==> config.mk <==
export PLATFORM = sky130hd
export DESIGN_NAME = rcb_port_arb
export DESIGN_NICKNAME = d
export VERILOG_FILES = /design/src/rtl/rcb_port_arb.sv
export SDC_FILE = /design/constraint.sdc
export NUM_CORES = 1
export LEC_CHECK = 0
export BUFFER_PORTS_ARGS = -buffer_cell sky130_fd_sc_hd__buf_2
export CAP_MARGIN = 10
export CORE_AREA = 5 5 117 119
export DETAILED_ROUTE_END_ITERATION = 16
export DIE_AREA = 0 0 122 124
export HOLD_SLACK_MARGIN = 0.12
export MAX_ROUTING_LAYER = met4
export PLACE_DENSITY = 0.69
export SLEW_MARGIN = 20
export SYNTH_ARGS = -nofsm -noshare
export SYNTH_HDL_FRONTEND = slang
export SYNTH_SLANG_ARGS = --single-unit
==> constraint.sdc <==
create_clock -name clk -period 4.5 [get_ports clk]
set_input_delay 0.225 -clock clk [delete_from_list [all_inputs] [get_ports clk]]
set_output_delay 0.225 -clock clk [all_outputs]
set_load 0.02 [all_outputs]
==> src/rtl/rcb_port_arb.sv <==
// rcb_port_arb: shares one RAM port between lookup reads (priority) and host writes with bounded starvation
module rcb_port_arb #(
    parameter int ADDR_WIDTH    = 10,
    parameter int DATA_WIDTH    = 64,
    parameter int RAM_LATENCY   = 2,
    parameter int WR_STARVE_MAX = 8
) (
    input  logic                    clk,
    input  logic                    reset,
    input  logic                    lkup_req_valid,
    output logic                    lkup_req_ready,
    input  logic [ADDR_WIDTH-1:0]   lkup_req_addr,
    output logic                    lkup_rsp_valid,
    output logic [DATA_WIDTH-1:0]   lkup_rsp_data,
    input  logic                    hpb_wr_req,
    input  logic [ADDR_WIDTH-1:0]   hpb_wr_addr,
    input  logic [DATA_WIDTH-1:0]   hpb_wr_data,
    input  logic [DATA_WIDTH/8-1:0] hpb_wr_byte_en,
    output logic                    rcb_wr_done,
    output logic                    ram_en,
    output logic                    ram_we,
    output logic [ADDR_WIDTH-1:0]   ram_addr,
    output logic [DATA_WIDTH-1:0]   ram_wdata,
    output logic [DATA_WIDTH/8-1:0] ram_be,
    input  logic [DATA_WIDTH-1:0]   ram_rdata
);
    localparam int SW = $clog2(WR_STARVE_MAX + 1);
    typedef enum logic [1:0] {ARMED, ISSUE, DONE, WAIT_DROP} state_t;
    state_t                 state, state_nx;
    logic [SW-1:0]          starve_cnt;
    logic [RAM_LATENCY-1:0] rd_sr;
    logic                   wr_pending, starved, rd_grant, wr_grant;
    assign wr_pending     = state == ARMED && hpb_wr_req;
    assign starved        = starve_cnt == SW'(WR_STARVE_MAX);
    assign lkup_req_ready = !reset && !(wr_pending && starved);
    assign rd_grant       = lkup_req_valid && lkup_req_ready;
    assign wr_grant       = wr_pending && (!lkup_req_valid || starved);
    assign rcb_wr_done    = state == DONE;
    assign lkup_rsp_data  = lkup_rsp_valid ? ram_rdata : '0;
    // WAIT_DROP swallows a request still held after done so it cannot write twice
    always_comb begin
        state_nx = state;
        case (state)
            ARMED:     state_nx = wr_grant ? ISSUE : ARMED;
            ISSUE:     state_nx = DONE;
            DONE:      state_nx = hpb_wr_req ? WAIT_DROP : ARMED;
            WAIT_DROP: state_nx = hpb_wr_req ? WAIT_DROP : ARMED;
            default:   state_nx = ARMED;
        endcase
    end
    always_ff @(posedge clk or posedge reset) begin
        if (reset) begin
            state          <= ARMED;
            starve_cnt     <= '0;
            rd_sr          <= '0;
            lkup_rsp_valid <= 1'b0;
            ram_en         <= 1'b0;
            ram_we         <= 1'b0;
            ram_addr       <= '0;
            ram_wdata      <= '0;
            ram_be         <= '0;
        end else begin
            state          <= state_nx;
            starve_cnt     <= (wr_grant || !wr_pending) ? '0 :
                              (rd_grant && !starved) ? starve_cnt + 1'b1 : starve_cnt;
            rd_sr          <= RAM_LATENCY'({rd_sr, rd_grant});
            lkup_rsp_valid <= rd_sr[RAM_LATENCY-1];
            ram_en         <= rd_grant || wr_grant;
            ram_we         <= wr_grant;
            if (wr_grant) begin
                ram_addr  <= hpb_wr_addr;
                ram_wdata <= hpb_wr_data;
                ram_be    <= hpb_wr_byte_en;
            end else if (rd_grant) begin
                ram_addr <= lkup_req_addr;
                ram_be   <= '0;
            end
        end
    end
endmodule

Word-level counts from Yosys, hierarchy flattened
Index checks and enable logic that the tools add are counted.
{"block": "totals", "ff_bits": 93, "in_bits": 160, "output_inout_bits": 151}
{"block": "classes", "n_addsub": 1, "eq_ne": 4, "muxes": 10, "reduce_logical": 18}
{"cell": "2-to-1 mux 64 bit", "n": 1}
{"cell": "2-to-1 mux 10 bit", "n": 2}
{"cell": "2-to-1 mux 8 bit", "n": 2}
{"cell": "2-to-1 mux 4 bit", "n": 2}
{"cell": "logical AND 1 bit", "n": 6}
{"cell": "case mux 2 bit (3 select lines)", "n": 1}
{"cell": "zero test 1 bit", "n": 5}
{"cell": "adder 4 x 1 -> 4 bit (second input constant)", "n": 1}
{"cell": "equality test 2 bit (second input constant)", "n": 2}
{"cell": "equality test 4 bit (second input constant)", "n": 1}
{"cell": "nonzero test 2 bit", "n": 2}
{"cell": "logical OR 1 bit", "n": 3}
{"cell": "equality test 2 x 1 -> 1 bit (second input constant)", "n": 1}
{"cell": "zero test 2 bit", "n": 1}
{"cell": "2-to-1 mux 2 bit", "n": 1}
{"cell": "OR reduction 2 bit", "n": 1}
{"cell": "2-to-1 mux 1 bit", "n": 1}

Depth between registers and ports, before layout
Gate-level depths: netlist of the first run.
{"block": "logic_depth", "ltp_word": 9, "ltp_mapped": 7, "depth_no_buf": 5}

Worst setup path after synthesis of the first run
OpenSTA, ideal clock, no wires.
{"block": "synth_timing", "path_kind": "reg-to-reg", "startpoint": "register state[1]", "endpoint": "register ram_wdata[10]", "setup_time_ns": 0.127, "arrival_ns": 1.706, "required_time_ns": 4.373, "setup_slack_ns": 2.667, "path_stages_with_launch": 7, "cell_sequence": "dfrtp_1 -> or3b_1 -> buf_2 -> a21oi_4 -> buf_6 -> buf_6 -> mux2_1"}
{"block": "synth_between", "elab_chain_len": 3}
{"item": "from (decl)", "line": "29", "source": "state_t state, state_nx;"}
{"item": "from (signal assigned)", "line": "63", "source": "state <= state_nx;"}
{"item": "zero test 2 bit", "line": "33", "source": "assign wr_pending = state == ARMED && hpb_wr_req;"}
{"item": "logical AND 1 bit", "line": "33"}
{"item": "logical AND 1 bit", "line": "37", "source": "assign wr_grant = wr_pending && (!lkup_req_valid || starved);"}
{"item": "to (signal assigned)", "line": "72", "source": "ram_wdata <= hpb_wr_data;"}
{"item": "to (decl)", "line": "23", "source": "output logic [DATA_WIDTH-1:0] ram_wdata,"}
Every way passes these cells.
A chain may end at the register's enable or synchronous reset.

Worst setup path after layout of the first run
{"block": "layout_timing", "startpoint": "register state[1]", "endpoint": "register ram_wdata[18]"}
Same word-level chain as after synthesis.

==> impl_metrics.json, run 1 <==
{
  "setup_viol": 0,
  "cts-buffers-inserted": 9,
  "crit_chain": "or3b_1, a21oi_4, buf_12, mux2_1",
  "cp_max_fo": 55,
  "antenna_found_initial": 11,
  "core-area_um2": 12500,
  "avgSynthCellArea_um2": 13.0,
  "arrival_ns": 2.81,
  "post_cts_resized": 0,
  "io_buffers": 310,
  "holdCritPathClass": "primary input to asynchronous set/reset pin",
  "grt_pass1_wl_um": 22800,
  "drc": 0,
  "max_slew_margin_pct": 43.0,
  "rows": 41,
  "max_freq_mhz": 384,
  "cts_tree": "built",
  "syn_area_um2": 4250,
  "slew_viol_final": 0,
  "dieWidth_um": 122,
  "synth_cells": 327,
  "grt_usage_pct": 20.6,
  "critical-path-max-stage-delay_ns": 0.68,
  "drt_iter0_markers": 61,
  "synth_cell_type_count": 29,
  "via_count": 4017,
  "grt_max_degree": 66,
  "dieArea_um2": 15100,
  "pin_count": 311,
  "layout.cells.non_filler": 877,
  "critPathTopFamily": "compound AO/OA/AOI/OAI gates",
  "fin_tns_setup_ns": 0,
  "power.density_nw_per_um2": 560,
  "status": "completed",
  "whs_ns": 0.130,
  "critical_path_class": "flop to flop",
  "worstSetupStartpoint": "state[1]",
  "ys_seq_area_share_pct": 54.8,
  "routed_wl_um": 15800,
  "dr.pass1.iters": 4,
  "period_share_pct": 57.8,
  "end_kind": "flop",
  "layout_min_cycle_time_ns": 2.60,
  "die_y_um": 124,
  "syn-num-nets": 489,
  "ys.warnings.count": 0,
  "cts_buffer_depth": 2,
  "final-seq-area_um2": 2330,
  "startpoint_type": "flop",
  "overflow": 0,
  "multi_input_area_um2": 1760,
  "dp_cells": 790,
  "ir_worst_vdd_v": 0.000435,
  "tightest_slew_ns": 0.854,
  "htreeDepth": 3,
  "total_power_w": 0.00384,
  "first_global_vias": 4251,
  "avgRoutedWirePerCell_um": 18.1,
  "num-fill-cells": 1079,
  "rsz0062_at_grt": "false",
  "via_per_inst": 4.58,
  "start_util_pct": 34.1,
  "fin_worst_skew_ns": 0.0105,
  "reg2reg_from": "state[1]",
  "p_leak_nw": 3.52,
  "cts.sinks": 93,
  "maxCapViolCount": 0,
  "fin_area_um2": 6850,
  "cp.required_ns": 4.71,
  "drive_above_1_share_pct": 55.8,
  "routabilityCongestion": 0.800,
  "synthToLayoutAreaGrowth_pct": 61.4,
  "cp_slowest_cell": "a21oi_4",
  "placed_area_um2": 5920,
  "clk_transition_reported_paths_ns": 0.07,
  "worstSkewPairLatency_ns": 0.33,
  "ys_ff_latch": 93,
  "drtAntennaViolNets": 0,
  "hold_violations": 0,
  "dp_hpwl_um": 12200,
  "path_buf_inv": 1,
  "clockRootBuffer": "clkbuf_16",
  "nets": 852
}
metrics by stage:
| step | util, % | setup slack [ns] |
|---|---|---|
| 6_report | 55.0 | 1.90 |
| 5_1_grt | 54.9 | 1.77 |
| 4_1_cts | 54.6 | 1.92 |
| 3_5_place_dp | 47.5 | 1.93 |
| 3_3_place_gp | 47.5 | 1.99 |
| 2_1_floorplan | - | 1.65 |
logic make-up after synthesis:
family | Yosys count | share of synthesized area (%)
AND/OR/NAND/NOR | 87 | 12.6
flip-flops | 93 | 54.8
multiplexers | 94 | 24.7
AO/OA/AOI/OAI | 17 | 3.12
buffers and inverters | 33 | 4.04
XOR/XNOR | 1 | 0.206
adder cells (fa/ha/maj) | 2 | 0.589
layout make-up:
class                      instances  area share (%)
inverter                          12           0.675
sequential                        93            34.0
multi-input combinational        201            25.6
clock buffer                      11            3.40
timing repair buffer             373            31.9
clock inverter                     5           0.894
antenna                           10           0.365
tap                              172            3.14
routing by layer:
layer  wire [um]  track usage, %  up-vias
li1            -               -     1848
met1        5490            22.4     1930
met2        8010            35.5      223
met3        2110            7.95       16
met4         231            5.67        0
met5           0               -        -
registers in the layout, indices dropped and copies added (netlist names):
signal          count
rd_sr               2
ram_addr           10
ram_be              8
state               2
ram_wdata          64
ram_en              1
ram_we              1
lkup_rsp_valid      1
starve_cnt          4
worst paths after layout:
path	slack (ns)	to	depth (start not counted)
worst max-delay path	1.90	ram_wdata[18]	4
worst min-delay path	0.13	ram_be[6]	2
worst max register to register	1.90	ram_wdata[18]	4
worst min register to register	0.35	rd_sr[1]	0
max in group asynchronous	3.26	lkup_rsp_valid	3
min in group clk	0.13	ram_wdata[32]	2
cell usage in the layout (no fill, tap or decap), types with 3 or more instances in the layout:
| master | Yosys | routed |
|---|---|---|
| buf_2 | 2 | 310 |
| dfrtp_1 | 93 | 92 |
| and2_1 | 64 | 64 |
| dlygate4sd3_1 | 0 | 61 |
| mux2_2 | 58 | 58 |
| mux2_1 | 27 | 27 |
| inv_1 | 12 | 11 |
| diode_2 | 0 | 10 |
| nand3_1 | 10 | 10 |
| mux2i_1 | 9 | 9 |
| clkbuf_16 | 0 | 9 |
| o221ai_1 | 8 | 8 |
| a21oi_1 | 4 | 4 |
| clkinvlp_4 | 0 | 3 |
synth_stat cells:
| cell type | n | share of area (%) |
|---|---|---|
| inv_1 | 12 | 1.1 |
| buf_6 | 4 | 1.1 |
| clkbuf_1 | 11 | 0.97 |
| a21oi_1 | 4 | 0.47 |
| dfrtp_1 | 93 | 55 |
| nand2b_1 | 2 | 0.29 |
| nand3b_1 | 1 | 0.18 |
| mux2_2 | 58 | 15 |
| a21oi_4 | 1 | 0.38 |
| nor3b_2 | 1 | 0.29 |
| xor2_1 | 1 | 0.21 |
| o221ai_1 | 8 | 1.6 |
| a21o_1 | 1 | 0.18 |
| buf_4 | 4 | 0.71 |
| buf_2 | 2 | 0.24 |
| o21ai_0 | 2 | 0.24 |
| and3b_1 | 1 | 0.21 |
| nor2b_1 | 1 | 0.15 |
| or4_1 | 1 | 0.18 |
| nand3_1 | 10 | 1.2 |
| ha_1 | 2 | 0.59 |
| mux2i_1 | 9 | 2.1 |
| nor2_1 | 2 | 0.18 |
| and2_1 | 64 | 9.4 |
| nand2_1 | 2 | 0.18 |
| or3b_1 | 1 | 0.21 |
| or3_1 | 1 | 0.15 |
| mux2_1 | 27 | 7.2 |
| a2bb2oi_1 | 1 | 0.21 |
worst register-to-register path, cell delays in order, from the launching register on:
cell and delay [ns]:
dfrtp_1 0.44, or3b_1 0.56, a21oi_4 0.68, buf_12 0.38, mux2_1 0.43
report_power, final:
group	leakage (nW)	switching [W]	total [W]	internal (W)
Clock	0.132	0.000312	0.000744	0.000432
Combinational	2.27	0.000967	0.00166	0.000697
Sequential	1.11	0.000217	0.00143	0.00121
Total	3.52	0.00150	0.00384	0.00234
timing repair:
action	4_1_cts	5_1_grt
setup buffers	0	0
hold endpoints to repair	60	1
hold buffers	60	1
Note: power is estimated with default switching activity, not from simulation.
==> run 2: changes to the inputs <==
- ABC_AREA: unset -> 1
- CORE_AREA: 5 5 117 119 -> 5 5 118 120
- DIE_AREA: 0 0 122 124 -> 0 0 123 125
- clock period: 4.5 -> 2.6 ns (I/O delays scaled with it)
==> impl_metrics.json, run 2 <==
{
  "ys_ff_latch": 93,
  "arrival_ns": 2.54,
  "synthToLayoutAreaGrowth_pct": 67.1,
  "rows": 42,
  "cts_buffer_depth": 2,
  "total_power_w": 0.00631,
  "p_clk_share_pct": 21.0,
  "via_count": 4993,
  "pwr-share-comb_pct": 41.8,
  "routabilityCongestion": 0.852,
  "reg2reg_from": "starve_cnt[0]",
  "num-fill-cells": 1180,
  "p_switching_w": 0.00261,
  "cts_setup_buffers": 0,
  "hold_buffers": 89,
  "fin_worst_skew_ns": 0.00816,
  "async_reset_ff_share_pct": 100,
  "layout_min_cycle_time_ns": 2.32,
  "ir_worst_vdd_v": 0.000549,
  "htreeDepth": 3,
  "max_slew_margin_pct": 35.1,
  "drc": 0,
  "routed_wl_um": 16200,
  "fin_tns_setup_ns": 0,
  "synthTopCellsByArea": "dfrtp_1 (54%), nand2_1 (29%), inv_1 (6.2%)",
  "power.density_nw_per_um2": 881,
  "synth_cell_type_count": 18,
  "avgRoutedWirePerCell_um": 14.2,
  "io_buffers": 310,
  "cts.sinks": 93,
  "grt_max_degree": 96,
  "whs_ns": 0.132,
  "layout_common_cells": "nand2_1 (327), buf_2 (310), dfrtp_1 (92)",
  "swShare_pct": 41.4,
  "startpoint_type": "flop",
  "antenna_found_initial": 7,
  "drtAntennaViolNets": 0,
  "via_per_inst": 4.36,
  "cp.required_ns": 2.82,
  "post_cts_resized": 0,
  "critical_path_class": "flop to flop",
  "crit_top_cell": "nand2_1",
  "reg_top3": "ram_wdata: 64 flops, ram_addr: 10 flops, ram_be: 8 flops",
  "cp_slowest_cell": "dlygate4sd3_1",
  "cts_tree": "built",
  "yosys-top-cells-count": "nand2_1 (327), dfrtp_1 (93), inv_1 (71)",
  "maxCapViolCount": 0,
  "hold_violations": 0,
  "synth_edf_count": 0,
  "dieArea_um2": 15400,
  "setup_viol": 0,
  "dp_hpwl_um": 11300,
  "synth.most_common_cell": "nand2_1",
  "post-route-util_pct": 55.7,
  "syn-num-nets": 734,
  "crit_chain": "inv_1, ha_1, nand3_2, nand2_2, nand2_4, buf_12, nand2_1, nand2_1, dlygate4sd3_1, nand2_1, nand2_1",
  "ys_seq_area_share_pct": 54.3,
  "grt_pass1_wl_um": 24900,
  "cp_max_fo": 65,
  "rsz0062_at_grt": "false",
  "max_freq_mhz": 431,
  "avgSynthCellArea_um2": 7.50,
  "largest_register_ffs": 64,
  "clk_transition_reported_paths_ns": 0.07,
  "grt_usage_pct": 21.2,
  "final_common_cell": "nand2_1",
  "start_util_pct": 33.3,
  "period_share_pct": 89.1,
  "end_kind": "flop",
  "nets": 1120,
  "tightest_slew_ns": 0.973,
  "cts-buffers-inserted": 9,
  "p_seq_share_pct": 37.2,
  "dr.pass1.iters": 4,
  "min_from": "hpb_wr_addr[8]",
  "yosysTopAreaCellShare_pct": 54.3,
  "dieWidth_um": 123,
  "die_y_um": 125,
  "final-seq-area_um2": 2330,
  "drive_above_1_share_pct": 35.3,
  "status": "completed",
  "syn_area_um2": 4290,
  "ys.warnings.count": 0,
  "p_leak_nw": 4.64,
  "worstSkewPairLatency_ns": 0.34,
  "critical-path-max-stage-delay_ns": 0.55,
  "pin_count": 311,
  "worstSetupStartpoint": "starve_cnt[0]",
  "multi_input_area_um2": 1520,
  "clockRootBuffer": "clkbuf_16",
  "first_global_vias": 5006,
  "slew_viol_final": 0,
  "top_register": "ram_wdata",
  "synth-main-ff-cell": "dfrtp_1",
  "cell_internal_pwr_w": 0.00370,
  "holdCritPathClass": "primary input to flop",
  "yosys.area.top_type": "dfrtp_1",
  "drt_iter0_markers": 239,
  "core-area_um2": 12900,
  "synth_cells": 572,
  "overflow": 0
}
==> run 2: cell count changes in the layout (fill, tap and decap cells not counted), moves of 3 or more <==
cell,change
and2_1,-64
diode_2,-3
dlygate4sd3_1,+28
inv_1,+59
inv_2,+3
mux2_1,-27
mux2_2,-58
mux2i_1,-9
nand2_1,+325
nand3_1,+21
o221ai_1,-8
==> run 2: cells by family (layout without fill, tap and decap cells) <==
kind of cell / count (synthesis) / after routing / share of synthesized area, %
other cells: 0 / 7 / 0
simple gates: 368 / 368 / 33.8
flops: 93 / 93 / 54.3
buf+inv: 103 / 494 / 10.5
xor+xnor: 2 / 2 / 0.409
compound gates: 4 / 4 / 0.467
fa+ha+maj: 2 / 2 / 0.584
==> run 2: power by group through the flow <==
| stage | clock, W | combinational (W) | sequential (W) |
|---|---|---|---|
| finish | 0.00132 | 0.00264 | 0.00235 |
| global route | 0.00141 | 0.00286 | 0.00243 |
| CTS | 0.00135 | 0.00265 | 0.00235 |
| detailed placement | 0 | 0.00253 | 0.00235 |
| global placement | 0 | 0.00249 | 0.00236 |
| floorplan | 0 | 0.000830 | 0.00305 |
==> run 2: path summary, 6_finish.rpt <==
| path | endpoint | slack [ns] | depth (start not counted) |
|---|---|---|---|
| min in group asynchronous | ram_be[2] | 0.53 | 4 |
| worst max-delay path | ram_addr[6] | 0.28 | 11 |
| worst max register to register | ram_addr[6] | 0.28 | 11 |
| max in group asynchronous | ram_wdata[18] | 1.65 | 4 |
| worst min register to register | rd_sr[1] | 0.36 | 0 |
| worst min-delay path | ram_addr[8] | 0.13 | 5 |
==> run 2: per-layer routing <==
layer / vias to the layer above / GRT usage [%] / share of wire [%] / wire [um]
met5: - / - / 0 / 0
met2: 244 / 36.4 / 52 / 8480
met4: 0 / 13.6 / 4.0 / 655
met3: 47 / 4.02 / 7.9 / 1280
met1: 2252 / 21.8 / 36 / 5830
li1: 2450 / - / - / -
==> run 2: per-stage QoR <==
stage	worst slack (ns)	std cells	instance area, um^2
floorplan	0.367	572	4290
global placement	0.741	1034	5960
detailed placement	0.700	1034	5960
CTS	0.272	1139	7150
global route	0.0707	1146	7170
finish	0.282	1146	7170
==> run 2: worst max-delay path, delay by kind of cell (launching register included) <==
family                     cells  cell delay [ns]
adders and majority gates      1             0.18
buffers and inverters          3             0.88
DFF                            1             0.41
and+or+nand+nor                7             0.73
==> run 2: final cells by class <==
type                            count  share of cell area (%)
Tap cell                          176                    3.07
Antenna cell                        7                   0.244
Timing Repair Buffer              404                    35.0
Clock buffer                       10                    3.19
Sequential cell                    93                    32.5
Inverter                           74                    3.93
Multi-Input combinational cell    376                    21.1
Clock inverter                      6                   0.978
